===== config.mk =====
export PLATFORM = sky130hd
export DESIGN_NAME = mem_access_stage
export DESIGN_NICKNAME = d
export VERILOG_FILES = /design/src/rtl/mem_access_stage.sv
export SDC_FILE = /design/constraint.sdc
export NUM_CORES = 1
export LEC_CHECK = 0
export ABC_CLOCK_PERIOD_IN_PS = 3600
export CAP_MARGIN = 20
export CORE_ASPECT_RATIO = 1.1
export CORE_MARGIN = 5
export CORE_UTILIZATION = 25
export DETAILED_ROUTE_END_ITERATION = 16
export GPL_TIMING_DRIVEN = 0
export HOLD_SLACK_MARGIN = 0.1
export PLACE_DENSITY = 0.58
export SLEW_MARGIN = 10
export SYNTH_ARGS = -nofsm -noshare
export SYNTH_HDL_FRONTEND = slang
export SYNTH_SLANG_ARGS = --single-unit

===== constraint.sdc =====
create_clock -name clk -period 3.6 [get_ports clk]
set_input_delay 0.72 -clock clk [delete_from_list [all_inputs] [get_ports clk]]
set_output_delay 0.72 -clock clk [all_outputs]
set_load 0.1 [all_outputs]

===== src/rtl/mem_access_stage.sv =====
// MEM stage of the RV32I pipeline: drives the req/ack data bus, stalls while an
// access is outstanding, and registers the MEM/WB fields for writeback.
`timescale 1ns/1ps
module mem_access_stage #(
  parameter int TIMEOUT = 16
) (
  input  logic        clk,
  input  logic        reset,
  input  logic [31:0] ALUResultM,
  input  logic [31:0] WriteDataM,
  input  logic [4:0]  RdM,
  input  logic [31:0] PCPlus4M,
  input  logic        RegWriteM,
  input  logic [1:0]  ResultSrcM,
  input  logic        MemReadM,
  input  logic        MemWriteM,
  input  logic [2:0]  Funct3M,
  output logic        StallM,
  output logic        mem_req,
  output logic        mem_we,
  output logic [31:0] mem_addr,
  output logic [31:0] mem_wdata,
  output logic [3:0]  mem_be,
  input  logic [31:0] mem_rdata,
  input  logic        mem_ack,
  output logic [31:0] ALUResultW,
  output logic [31:0] ReadDataW,
  output logic [31:0] PCPlus4W,
  output logic [4:0]  RdW,
  output logic [1:0]  ResultSrcW,
  output logic        RegWriteW,
  output logic [1:0]  ExcW
);

  typedef enum logic [0:0] {S_IDLE = 1'b0, S_WAIT = 1'b1} state_t;

  localparam logic [7:0] TIMEOUT_C = 8'(TIMEOUT);

  state_t     state;
  logic [7:0] cnt;
  logic       is_mem, aligned, acc, misalign, is_load, complete, abort;

  function automatic logic [31:0] load_extract(input logic [31:0] rdata,
                                               input logic [1:0]  off,
                                               input logic [2:0]  f3);
    logic [7:0]  b;
    logic [15:0] h;
    logic [31:0] res;
    b = 8'(rdata >> {off, 3'b000});
    h = off[1] ? rdata[31:16] : rdata[15:0];
    case (f3)
      3'b000:  res = {{24{b[7]}}, b};
      3'b001:  res = {{16{h[15]}}, h};
      3'b100:  res = {24'h000000, b};
      3'b101:  res = {16'h0000, h};
      default: res = rdata;
    endcase
    return res;
  endfunction

  always_comb begin
    is_mem = MemReadM | MemWriteM;
    case (Funct3M[1:0])
      2'b00:   aligned = 1'b1;
      2'b01:   aligned = ~ALUResultM[0];
      default: aligned = (ALUResultM[1:0] == 2'b00);
    endcase
    acc      = is_mem & aligned;
    misalign = is_mem & ~aligned;
    is_load  = MemReadM & ~MemWriteM;
  end

  // Bus outputs are combinational; the M inputs are frozen while stalled.
  always_comb begin
    if (reset) begin
      mem_req = 1'b0;
    end else if (state == S_WAIT) begin
      mem_req = 1'b1;
    end else begin
      mem_req = acc;
    end
    mem_we    = mem_req & MemWriteM;
    mem_addr  = {ALUResultM[31:2], 2'b00};
    mem_be    = 4'b1111;
    mem_wdata = WriteDataM;
    if (MemWriteM) begin
      case (Funct3M[1:0])
        2'b00: begin
          mem_wdata = {4{WriteDataM[7:0]}};
          mem_be    = 4'b0001 << ALUResultM[1:0];
        end
        2'b01: begin
          mem_wdata = {2{WriteDataM[15:0]}};
          mem_be    = ALUResultM[1] ? 4'b1100 : 4'b0011;
        end
        default: begin
          mem_wdata = WriteDataM;
          mem_be    = 4'b1111;
        end
      endcase
    end else begin
      mem_be = 4'b1111;
    end
    StallM   = mem_req & ~mem_ack;
    complete = mem_req & mem_ack;
    abort    = ~reset & (state == S_WAIT) & ~mem_ack & (cnt == TIMEOUT_C);
  end

  always_ff @(posedge clk) begin
    if (reset) begin
      state      <= S_IDLE;
      cnt        <= 8'd0;
      ALUResultW <= 32'd0;
      ReadDataW  <= 32'd0;
      PCPlus4W   <= 32'd0;
      RdW        <= 5'd0;
      ResultSrcW <= 2'b00;
      RegWriteW  <= 1'b0;
      ExcW       <= 2'b00;
    end else begin
      case (state)
        S_IDLE: begin
          if (acc && !mem_ack) begin
            state <= S_WAIT;
            cnt   <= 8'd1;
          end else begin
            state <= S_IDLE;
            cnt   <= 8'd0;
          end
        end
        S_WAIT: begin
          if (mem_ack || abort) begin
            state <= S_IDLE;
            cnt   <= 8'd0;
          end else begin
            cnt <= cnt + 8'd1;
          end
        end
        default: begin
          state <= S_IDLE;
          cnt   <= 8'd0;
        end
      endcase

      // A stalled cycle inserts a bubble; the abort cycle instead retires with an error.
      if (StallM && !abort) begin
        RdW       <= 5'd0;
        RegWriteW <= 1'b0;
        ExcW      <= 2'b00;
      end else begin
        ALUResultW <= ALUResultM;
        PCPlus4W   <= PCPlus4M;
        RdW        <= RdM;
        ResultSrcW <= ResultSrcM;
        RegWriteW  <= RegWriteM & ~misalign & ~abort;
        ExcW       <= misalign ? 2'b01 : (abort ? 2'b10 : 2'b00);
        ReadDataW  <= (complete && is_load) ? load_extract(mem_rdata, ALUResultM[1:0], Funct3M)
                                            : 32'd0;
      end
    end
  end

endmodule


Yosys cells after proc, flatten, opt, wreduce, memory -nomap -nowiden
Cells that the tools add are included.
{"block": "word_totals", "regBits": 115, "input_bits": 144, "out_inout_bits": 177, "wordCells": 68}
{"block": "classes", "add_sub_neg": 1, "n_eq_ne": 5, "n_shift": 2, "n_mux": 19, "n_bitwise": 20, "reduce_logical": 11}
{"operator": "one-hot mux 32 bit (4 select lines)", "count": 1}
{"operator": "two-way mux 32 bit", "count": 2}
{"operator": "one-hot mux 32 bit (2 select lines)", "count": 1}
{"operator": "right shift 32 x 5 -> 8 bit", "count": 1}
{"operator": "two-way mux 16 bit", "count": 1}
{"operator": "one-hot mux 8 bit (2 select lines)", "count": 1}
{"operator": "AND 1 bit", "count": 11}
{"operator": "adder 8 x 1 -> 8 bit (second input constant)", "count": 1}
{"operator": "== test 8 x 5 -> 1 bit (second input constant)", "count": 1}
{"operator": "two-way mux 4 bit", "count": 2}
{"operator": "two-way mux 8 bit", "count": 1}
{"operator": "NOT 1 bit", "count": 8}
{"operator": "one-hot mux 4 bit (2 select lines)", "count": 1}
{"operator": "== test 3 bit (second input constant)", "count": 2}
{"operator": "two-way mux 1 bit", "count": 6}
{"operator": "zero test 2 bit", "count": 2}
{"operator": "one-hot mux 1 bit (2 select lines)", "count": 2}
{"operator": "<< shifter 1 x 2 -> 4 bit (first input constant)", "count": 1}
{"operator": "== test 3 x 1 -> 1 bit (second input constant)", "count": 1}
{"operator": "logical AND 1 bit", "count": 3}
{"operator": "zero test 3 bit", "count": 1}
{"operator": "OR reduction 3 bit", "count": 1}
{"operator": "== test 2 x 1 -> 1 bit (second input constant)", "count": 1}
{"operator": "zero test 1 bit", "count": 2}
{"operator": "other kinds (4)", "count": 4}

Longest topological paths before layout
Gate-level depths: netlist of the first run.
{"block": "depth", "depth_word": 8, "depth_mapped": 8, "depth_no_buf": 6}

Worst setup path after synthesis of the first run
Ideal clock, no wire load.
{"block": "synth_timing", "path_kind": "in2out", "from": "input port ALUResultM[0]", "to": "output port mem_be[0]", "arrival_ns": 3.490, "t_required_ns": 2.880, "setup_slack_ns": -0.610, "stages": 5, "n_path_buf": 3, "path_cell_list": "buf_2 nor2b_1 clkbuf_1 clkbuf_1 o21ai_0"}
{"block": "synth_between", "elab_chain_len": 3}
{"item": "start: declaration", "line_no": "9", "source": "input logic [31:0] ALUResultM,"}
{"item": "<< shifter 1 x 2 -> 4 bit", "line_no": "90", "source": "mem_be = 4'b0001 << ALUResultM[1:0];"}
{"item": "one-hot mux 4 bit (2 select lines)", "line_no": "87", "source": "case (Funct3M[1:0])"}
{"item": "two-way mux 4 bit", "line_no": "86", "source": "if (MemWriteM) begin"}
{"item": "end: declaration", "line_no": "23", "source": "output logic [3:0] mem_be,"}
Every way passes these cells.

Worst setup path after layout of the first run
{"block": "layout_timing", "from": "input port Funct3M[1]", "to": "output port mem_wdata[19]"}
{"block": "layout_between", "elab_chain_len": 3, "elab_cells_between_ends": 4, "classes_between": "eq/ne: 1; mux: 2; reduce/logical: 1"}
{"item": "start: declaration", "line_no": "17", "source": "input logic [2:0] Funct3M,"}
{"item": "== test 2 x 1 -> 1 bit / zero test 2 bit (equally long branches)", "line_no": "87"}
{"item": "one-hot mux 32 bit (2 select lines) *", "line_no": "87"}
{"item": "two-way mux 32 bit *", "line_no": "86"}
{"item": "end: declaration", "line_no": "22", "source": "output logic [31:0] mem_wdata,"}
Every way passes the cells marked *; elsewhere a longest branch is shown, timed or not.

==> metrics.md, run 1 <==
| Metric | Value |
|---|---|
| GRT Util Overall | `between 15 and 20%` |
| Clock-pin slew on the worst setup and hold paths | `0.05 ns` |
| Crit share post-route | `between 90% and 100%` |
| CP arrival | `between 2 and 3 ns` |
| Ys Warns | `0` |
| Min cycle time layout | `3.458 ns` |
| Crit path from | `Funct3M[1]` |
| Most instantiated cells after synthesis | `dfxtp_1 (115), mux2_2 (83), nor2b_1 (68)` |
| Max-Cap Viols | `0` |
| Share of the synthesized area in the top cell type | `between 40% and 50%` |
| Endpoints failing setup | `0` |
| Unrepaired setup endpoints after global routing | `false` |
| Cells on worst reg2reg path | `8` |
| Leading area contributor after synthesis | `dfxtp_1` |
| Antenna Cells | `0` |
| Worst R2R Start | `cnt[0]` |
| Worst hold endpoint | `ReadDataW[15]` |
| Compound-Gate Fraction of Synth Area | `10.10%` |
| HPWL after DPL | `roughly 17 mm` |
| Post-Synth Simple-Gate Area | `~20%` |
| Hold Crit Class | `register to register` |
| FMAX | `approximately 290 MHz` |
| Fin util | `about 44%` |
| Via/cell ratio | `~4.4` |
| Hold Crit Depth | `1` |
| Core area | `22110 um2` |
| CP top delay family | `buffers and inverters` |
| Number of flops mapped to enable cells by yosys | `0` |
| Tot Pwr | `approximately 0.0046 W` |
| Setup crit start kind | `primary input` |
| Synth Cell Area | `between 5000 and 6000 um2` |
| Min setup slack post-route | `around 0.14 ns` |
| Status | `completed` |
| Count leader, synth | `dfxtp_1` |
| Slew Limit Fails | `0` |
| Critical path fanouts, max | `10` |
| Worst Tran Pin Value | `roughly 1.1 ns` |
| FF/Latch Area | `between 2000 and 2500 um2` |
| Final WL | `~21 mm` |
| Flop-to-flop setup slack | `about 1.4 ns` |
| RD Place Congestion | `~0.84` |
| Slew HR | `29.05%` |
| Area Growth Syn to Fin | `71.96%` |
| H-tree levels | `4` |
| Largest net degree at the start of global routing | `17` |
| Async S/R FF share, synth | `0%` |
| CTS Hold Bufs | `0` |
| Static Leak | `approximately 3.8 nW` |
| Clock sink count | `around 120` |
| Cells along the critical path | `clkdlybuf4s50_1, clkbuf_2, nor2b_1, clkbuf_2, nand2_1, nand2_1, buf_2` |
| Fillers | `approximately 2200` |
| Residual DRC | `0` |
| Global-route wire length before repair | `31.91 mm` |
| Slowest CP cell | `clkdlybuf4s50_1` |
| Number of failing hold endpoints at the final stage | `0` |
| XOR/XNOR Fraction of Synth Area | `less than 1%` |
| Pwr Density | `about 480 nW/um2` |
| Critical path buffers and inverters | `4` |
| CTS tree | `done` |
| Die Height | `around 170 um` |
| Skew final | `between 0.008 and 0.009 ns` |
| Post-DR wirelength/cell | `17.25 um` |
| Proportion of synthesized area in mux cells | `a little under a fifth` |
| Number of global-route vias before repair | `between 5000 and 6000` |
| Initial antenna violation count | `0` |
| GRT overflow | `0` |
| Seq/Total Area, Yosys | `between 40% and 50%` |
| Detailed-route via count | `~5300` |
| Synthesized flop and latch total | `roughly 120` |
| Area contributors post-synth | `dfxtp_1 (41%), mux2_2 (17%), nor2b_1 (7.6%)` |
| Initial core utilization | `approximately a quarter` |
| Row count | `57` |
| Max clock buf depth | `2` |
| Reg2Reg Capture Point | `ReadDataW[13]` |
| Worst-skew pair later-pin latency | `around 0.41 ns` |
| DRT Pass-1 Iters | `4` |
| Post-synthesis cell type count | `45` |
| Post-synthesis adder-cell area fraction | `less than 1%` |
| CP required | `approximately 2.9 ns` |
| Antenna-violating nets left | `0` |
| Die X | `roughly 150 um` |
| Area of the multi-input gates | `2840 um2` |
| Slowest cell delay on critical path | `around 0.55 ns` |
| TritonCTS Buffers | `17` |
| Largest family of logic cells by synthesized area | `simple AND/OR/NAND/NOR gates` |
| Synth Instances | `between 500 and 600` |
| WS Path Type | `primary input to output port` |
| Setup TNS Final | `0 ns` |
| Total die area | `between 20000 and 30000 um2` |
| Setup bufs post-CTS | `0` |
| Crit end category | `output port` |
| Top FF cell, synth | `dfxtp_1` |
| Root Driver | `clkbuf_16` |
| IO Pins | `between 300 and 400` |
| Mean area per synthesized cell | `roughly 10 um2` |
| Max IR drop VDD | `about 0.28 mV` |
| Initial drt markers | `165` |
| Layout cell share with drive strength beyond 1 | `between 20% and 30%` |
| Hold_sp | `ReadDataW[15]` |
| Pre-CTS setup slack | `-0.9399 ns` |
| IO Port Bufs | `between 300 and 400` |
| Final layout net count | `between 1000 and 1500` |
[per-stage QoR]
step                std cells  hold WS [ns]  instance area, um2
finish                   1220        0.4694                9646
global route             1220        0.4861                9646
CTS                      1220        0.4708                9684
detailed placement       1189        0.4573                9163
global placement         1189        0.4520                9163
floorplan                 577        0.4721                5620
[how the worst max path moves through the flow]
stage / slack (ns) / to / cells past startpoint
6_report: 0.14 / mem_wdata[19] / 7
5_1_grt: 0.01 / mem_wdata[19] / 7
4_1_cts: 0.01 / mem_wdata[31] / 6
3_5_place_dp: -0.94 / mem_wdata[9] / 6
3_3_place_gp: -0.97 / mem_wdata[20] / 7
2_1_floorplan: -0.61 / mem_be[0] / 5
[routing by layer]
layer	GRT usage, %	part of all wire, %	vias up
met5	0	0	-
met3	5.653	7.4	25
met1	17.59	40	2464
met4	5.192	2.1	0
met2	28.39	51	189
li1	-	-	2643
[kinds of logic (layout without fill, tap and decap cells)]
logic type               count (synthesis)  count (layout)
AND/OR/NAND/NOR                        206             206
flip-flops                             115             115
multiplexers                            93              93
buffers and inverters                   82             430
AO/OA/AOI/OAI                           71              71
XOR/XNOR                                 6               6
adder cells (fa/ha/maj)                  2               2
other                                    1               2
[state kept, by name, indices dropped and copies added (netlist names)]
register,flops
ExcW,2
ReadDataW,32
ALUResultW,32
PCPlus4W,32
RegWriteW,1
ResultSrcW,2
RdW,5
cnt,8
state,1
[cell type report]
cell class	instances	area share, %
well taps	295	3.827
repair buffers	317	31.61
multi-input cells	380	29.45
clock inverters	15	1.699
inverters	4	0.1557
flip-flops and latches	115	23.87
plain buffers	77	4.981
clock buffers	17	4.410
[cell usage in the layout (no fill, tap or decap), types with 14 or more instances in the layout]
master	synthesis	routed
nand2b_1	33	32
clkdlybuf4s50_1	0	286
a32o_1	15	15
buf_2	12	35
mux2_2	83	83
a22o_1	17	17
dfxtp_1	115	115
clkbuf_16	0	17
nand2_1	63	63
buf_4	40	40
nor2b_1	68	68
clkbuf_1	23	14
[report_power, final]
group | switching, W | internal [W] | leakage [nW]
Combinational | 0.00112 | 0.000467 | 2.59
Sequential | 0.0000325 | 0.00134 | 0.947
Clock | 0.000707 | 0.000985 | 0.286
[timing repair]
action | CTS | global route
endpoints found under the setup margin | 31 | 20
hold endpoints to repair | 0 | 0
gates cloned | 0 | 0
resized for setup | 143 | 24
No activity file was read; power rests on OpenSTA's default activity.
==> run 2: changes to the inputs <==
CTS_CLUSTER_SIZE = 24   (was not set)
GPL_ROUTABILITY_DRIVEN = 0   (was not set)
==> results of run 2 <==
Final layout, timing and power as in run 1 (identical DEF).
==> RTL edit 1: new RTL, settings of run 1 <==
Reset style: asynchronous (`reset`), changed in one clocked block.
--- a/src/rtl/mem_access_stage.sv
+++ b/src/rtl/mem_access_stage.sv
@@ -108,3 +108,3 @@
 
-  always_ff @(posedge clk) begin
+  always_ff @(posedge clk or posedge reset) begin
     if (reset) begin
Behaviour: differs if reset is asserted again (counterexample within 4 cycles, from zero or initial values and one cycle with reset high); with reset held inactive, the same outputs for 4 cycles.
==> RTL edit 1 against run 1 <==
Clock power shrank 7%. Global-route usage barely moved. Worst setup slack better by 0.0017 ns. Area after synthesis increased by 4.9%. Die area increased by 4.6%. Critical path depth down 1. Total power up 2.2%. Cell area rose by 3.8%. Sequential share of layout area grew 4.9 points. Utilization is 0.12 points lower. Sequential cell count unchanged. Wire length is 1.7% higher. Largest cell class unchanged. Largest power group is now combinational logic. Highest routed layer unchanged.
==> RTL edit 1: results (changes against run 1) <==
Power
  – Switching power total: 1880 µW (was 1850 µW)
  – Clk. pwr: 1570 µW (was 1690 µW)
  – Power drawn by the sequential cells: 1420 µW (was 1380 µW)
  – Largest voltage drop on the vdd net: 0.263 mV (was 0.284 mV)
  – Total power per unit cell area: 475 nW/µm² (was 482 nW/µm²)
  – Leakage power of the design: 0.00429 µW (was 0.00383 µW)

Place
  – Total cell area at the placement stage: 9550 µm² (was 9160 µm²)
  – Port-buffer cells: 315 (was 317)
  – Sum of net half-perimeters after detailed placement: 16.9 mm (was 16.7 mm)
  – Worst slack, placed: -0.916 ns (was -0.940 ns)
  – Routability-driven placement congestion ratio: 0.754 (was 0.836)
  – Total placed cells including tap cells: 1110 (was 1189)

Finish
  – Fraction of layout instances using a drive strength above 1: 0.272 (was 0.239)
  – Net count, final: 976 (was 1058)

Timing
  – Clock Skews: 0.00779 ns (was 0.00886 ns)
  – Relative max-transition margin: 0.276 (was 0.291)

Routing
  – Vias after detailed routing: 4984 (was 5321)
  – Average vias per placed instance: 4.36 (about the same)
  – Initial DRC Count: 142 (was 165)
  – Wire per inst: 18.7 µm (was 17.2 µm)

Global routing
  – Number of antenna violations at the first check in global routing: 1 (was 0)
  – Met1 GRT Util: 0.182 (was 0.176)
  – Total routing resource utilization after global routing: 0.159 (about the same)
  – GR Layer Usage met3: 0.0534 (was 0.0565)
  – Vias in the first global route: 5427 (was 5416)
  – Global-route wire length before repair: 32.4 mm (was 31.9 mm)
  – Largest net degree at the start of global routing: 35 (was 17)
  – Met2 usage: 0.275 (was 0.284)

Yosys
  – Most numerous cell types in the synthesized netlist: sky130_fd_sc_hd__dfrtp_1 (115), sky130_fd_sc_hd__nand2_1 (56), sky130_fd_sc_hd__mux2_4 (53) (was sky130_fd_sc_hd__dfxtp_1 (115), sky130_fd_sc_hd__mux2_2 (83), sky130_fd_sc_hd__nor2b_1 (68))
  – Post-synthesis sequential area ratio: 0.489 (was 0.410)
  – Number of library cell types mapped by synthesis: 44 (was 45)
  – Share of flip-flops with an asynchronous set or reset after synthesis: 1.00 (was 0)
  – Main area contributors after synthesis: sky130_fd_sc_hd__dfrtp_1 (49%), sky130_fd_sc_hd__mux2_4 (14%), sky130_fd_sc_hd__mux2_2 (5.4%) (was sky130_fd_sc_hd__dfxtp_1 (41%), sky130_fd_sc_hd__mux2_2 (17%), sky130_fd_sc_hd__nor2b_1 (7.6%))
  – Synth Instances: 490 (was 576)

Clock tree
  – CTS resizes: 139 (was 143)
  – Post-CTS setup-driven buffer insertion count: 1 (was 0)

Status
  – Result of the run: completed (unchanged)

Critical path
  – Maximum fanout along the worst path: 10 (unchanged)
[RTL edit 1: worst paths after layout]
kind	startpoint	end	slack [ns]	cells after the start
max reg2reg	state$_DFF_PP0_	ALUResultW[8]$_DFFE_PP0N_	1.59	6
min in group asynchronous	reset	PCPlus4W[21]$_DFFE_PP0N_	0.84	2
min reg2reg	ReadDataW[22]$_DFFE_PP0N_	ReadDataW[22]$_DFFE_PP0N_	0.49	1
min	ReadDataW[22]$_DFFE_PP0N_	ReadDataW[22]$_DFFE_PP0N_	0.49	1
max	Funct3M[0]	mem_be[3]	0.14	6
max in group asynchronous	reset	ALUResultW[13]$_DFFE_PP0N_	2.31	4
[RTL edit 1: worst max-delay path, stage by stage]
cell and delay, ns:
sky130_fd_sc_hd__buf_2 0.20, sky130_fd_sc_hd__buf_1 0.51, sky130_fd_sc_hd__buf_2 0.41, sky130_fd_sc_hd__nor2_1 0.13, sky130_fd_sc_hd__o21ai_2 0.17, sky130_fd_sc_hd__clkdlybuf4s15_2 0.59
[RTL edit 1: routing by layer]
layer,wire (µm),up-vias
met5,0,-
met3,2100,21
met1,8250,2360
li1,-,2364
met4,365,0
met2,10700,239
[RTL edit 1: kinds of logic (layout without fill, tap and decap cells)]
logic type,after synthesis,in the layout,synth area share
simple gates,119,119,0.0940
buf+inv,79,429,0.0963
mux,90,90,0.206
fa+ha+maj,2,2,0.00425
xor+xnor,6,6,0.00893
flops,115,115,0.489
compound gates,78,78,0.100
other cells,1,3,0.000637
[RTL edit 1: cell type report]
type,count,area [µm²]
Clock inverter,10,86.3
Timing Repair inverter,1,5.00
Antenna cell,1,2.50
Tap cell,300,375
Buffer,65,527
Inverter,13,52.6
Fill cell,2214,13000
Clock buffer,20,457
Multi-Input combinational cell,297,2500
Timing Repair Buffer,320,3120
Sequential cell,115,2880
==> RTL edit 2: new RTL, flow settings as in run 1 <==
Made on the original files. Change the parameter `TIMEOUT` from 16 to 8.
--- a/src/rtl/mem_access_stage.sv
+++ b/src/rtl/mem_access_stage.sv
@@ -4,3 +4,3 @@
 module mem_access_stage #(
-  parameter int TIMEOUT = 16
+  parameter int TIMEOUT = 8
 ) (
Function: same outputs for any inputs over 4 cycles, from zero or initial values and one cycle with reset high; that may be too few to reach the edited logic, so the function may still have changed.
==> RTL edit 2 against run 1 <==
Sequential share of layout area fell by 0.17 points. Worst setup slack got worse by 0.041 ns. Cell area rose by 0.73%. Total power fell by 1.9%. Global-route usage rose by 2.5 points. Area after synthesis rose by 1.1%. Sequential cell count did not move. Wire length rose by 17%. Via count rose by 16%. Critical path type unchanged.
==> RTL edit 2: results (changes against run 1) <==
Status
  – Result of the run: completed (unchanged)

Worst hold path
  – Endpoint, Worst Hold: ALUResultW[19]$_SDFFE_PP0N_ (was ReadDataW[15]$_SDFFE_PP0N_)
  – Number of instances on the worst hold path: 2 (was 1)
  – Hold Path Origin: ALUResultW[19]$_SDFFE_PP0N_ (was ReadDataW[15]$_SDFFE_PP0N_)

Critical path
  – Largest stage delay on the critical path: 0.57 ns (was 0.55 ns)
  – Register-to-Register Path Depth: 3 (was 8)
  – Setup slack of the worst register-to-register path: 1.55 ns (was 1.37 ns)
  – Worst reg2reg endpoint: ReadDataW[8]$_SDFFE_PP0N_ (was ReadDataW[13]$_SDFFE_PP0N_)
  – Worst r2r src: state$_SDFF_PP0_ (was cnt[0]$_SDFF_PP0_)
  – Data arrival time of the worst path: 2.78 ns (was 2.74 ns)
  – Setup crit end: StallM (was mem_wdata[19])

Timing
  – Clock Skews: 0.00901 ns (was 0.00886 ns)
  – Relative max-transition margin: 0.262 (was 0.291)
  – Minimum setup slack in the final design: 0.101 ns (was 0.142 ns)

Yosys
  – Synthesized area per cell: 8.62 µm² (was 9.74 µm²)
  – Area share of the largest cell type after synthesis: 0.406 (was 0.410)
  – Main area contributors after synthesis: sky130_fd_sc_hd__dfxtp_1 (41%), sky130_fd_sc_hd__o21ai_0 (7.6%), sky130_fd_sc_hd__a21oi_1 (6.5%) (was sky130_fd_sc_hd__dfxtp_1 (41%), sky130_fd_sc_hd__mux2_2 (17%), sky130_fd_sc_hd__nor2b_1 (7.6%))
  – Most numerous cell types in the synthesized netlist: sky130_fd_sc_hd__dfxtp_1 (115), sky130_fd_sc_hd__o21ai_0 (86), sky130_fd_sc_hd__a21oi_1 (74) (was sky130_fd_sc_hd__dfxtp_1 (115), sky130_fd_sc_hd__mux2_2 (83), sky130_fd_sc_hd__nor2b_1 (68))
  – Number of library cell types mapped by synthesis: 54 (was 45)

Routing
  – Drt first pass iters: 5 (was 4)
  – Total wirelength of the detailed-routed design: 24.7 mm (was 21.0 mm)
  – Wire per inst: 19.0 µm (was 17.2 µm)
  – Vias after detailed routing: 6193 (was 5321)
  – Initial DRC Count: 295 (was 165)

Power
  – Largest voltage drop on the vdd net: 0.206 mV (was 0.284 mV)
  – Leakage power of the design: 0.00364 µW (was 0.00383 µW)

Clock tree
  – Post-CTS setup-driven buffer insertion count: 2 (was 0)
  – CTS resizes: 155 (was 143)

Finish
  – Net count, final: 1140 (was 1058)

Place
  – Routability-driven placement congestion ratio: 0.823 (was 0.836)
  – Worst slack, placed: -0.978 ns (was -0.940 ns)
  – Total placed cells including tap cells: 1268 (was 1189)
  – Port-buffer cells: 314 (was 317)

Global routing
  – Global-route wire length before repair: 37.2 mm (was 31.9 mm)
  – Vias in the first global route: 6311 (was 5416)
  – Total routing resource utilization after global routing: 0.183 (was 0.159)
## RTL edit 2: report_power, final
group          switching (µW)  total, µW  internal [µW]  leakage (µW)
clock network             661       1710           1050      0.000281
registers                35.0       1370           1330      0.000946
logic                    1070       1490            417       0.00242
total                    1760       4560           2800       0.00364
## RTL edit 2: stage by stage
step / area [µm²] / utilization / hold slack (ns) / total power, µW / TNS (ns)
6_report: 9720 / 0.437 / 0.460 / 4560 / 0
5_1_grt: 9720 / 0.437 / 0.475 / 4710 / -0.00879
4_1_cts: 9710 / 0.436 / 0.463 / 4610 / 0
3_5_place_dp: 9190 / 0.413 / 0.446 / 2900 / -24.11
3_3_place_gp: 9190 / 0.413 / 0.448 / 2900 / -24.26
2_1_floorplan: 5680 / - / 0.460 / 2430 / 0
## RTL edit 2: cells by family after synthesis
| logic type | synth area share |
|---|---|
| AOI/OAI and AO/OA | 0.252 |
| buffers and inverters | 0.122 |
| and+or+nand+nor | 0.164 |
| xor gates and xnor gates | 0.00927 |
| muxes | 0.0419 |
| other | 0.000661 |
| DFF | 0.406 |
| adders and majority gates | 0.00441 |
## RTL edit 2: layout make-up
| cell class | instances | area, µm² |
|---|---|---|
| Fill cell | 2261 | 12500 |
| Timing Repair Buffer | 316 | 3060 |
| Multi-Input combinational cell | 430 | 2690 |
| Sequential cell | 115 | 2300 |
| Buffer | 96 | 626 |
| Clock buffer | 18 | 439 |
| Tap cell | 295 | 369 |
| Clock inverter | 14 | 155 |
| Inverter | 18 | 70.1 |
## RTL edit 2: routing by layer
metal / vias to the layer above / share of wire / wire [µm] / global-route usage
met1: 2859 / 0.39 / 9650 / 0.200
met4: 0 / 0.020 / 506 / 0.0538
met2: 296 / 0.49 / 12200 / 0.329
met3: 26 / 0.096 / 2370 / 0.0719
met5: - / 0 / 0 / 0
li1: 3012 / - / - / -
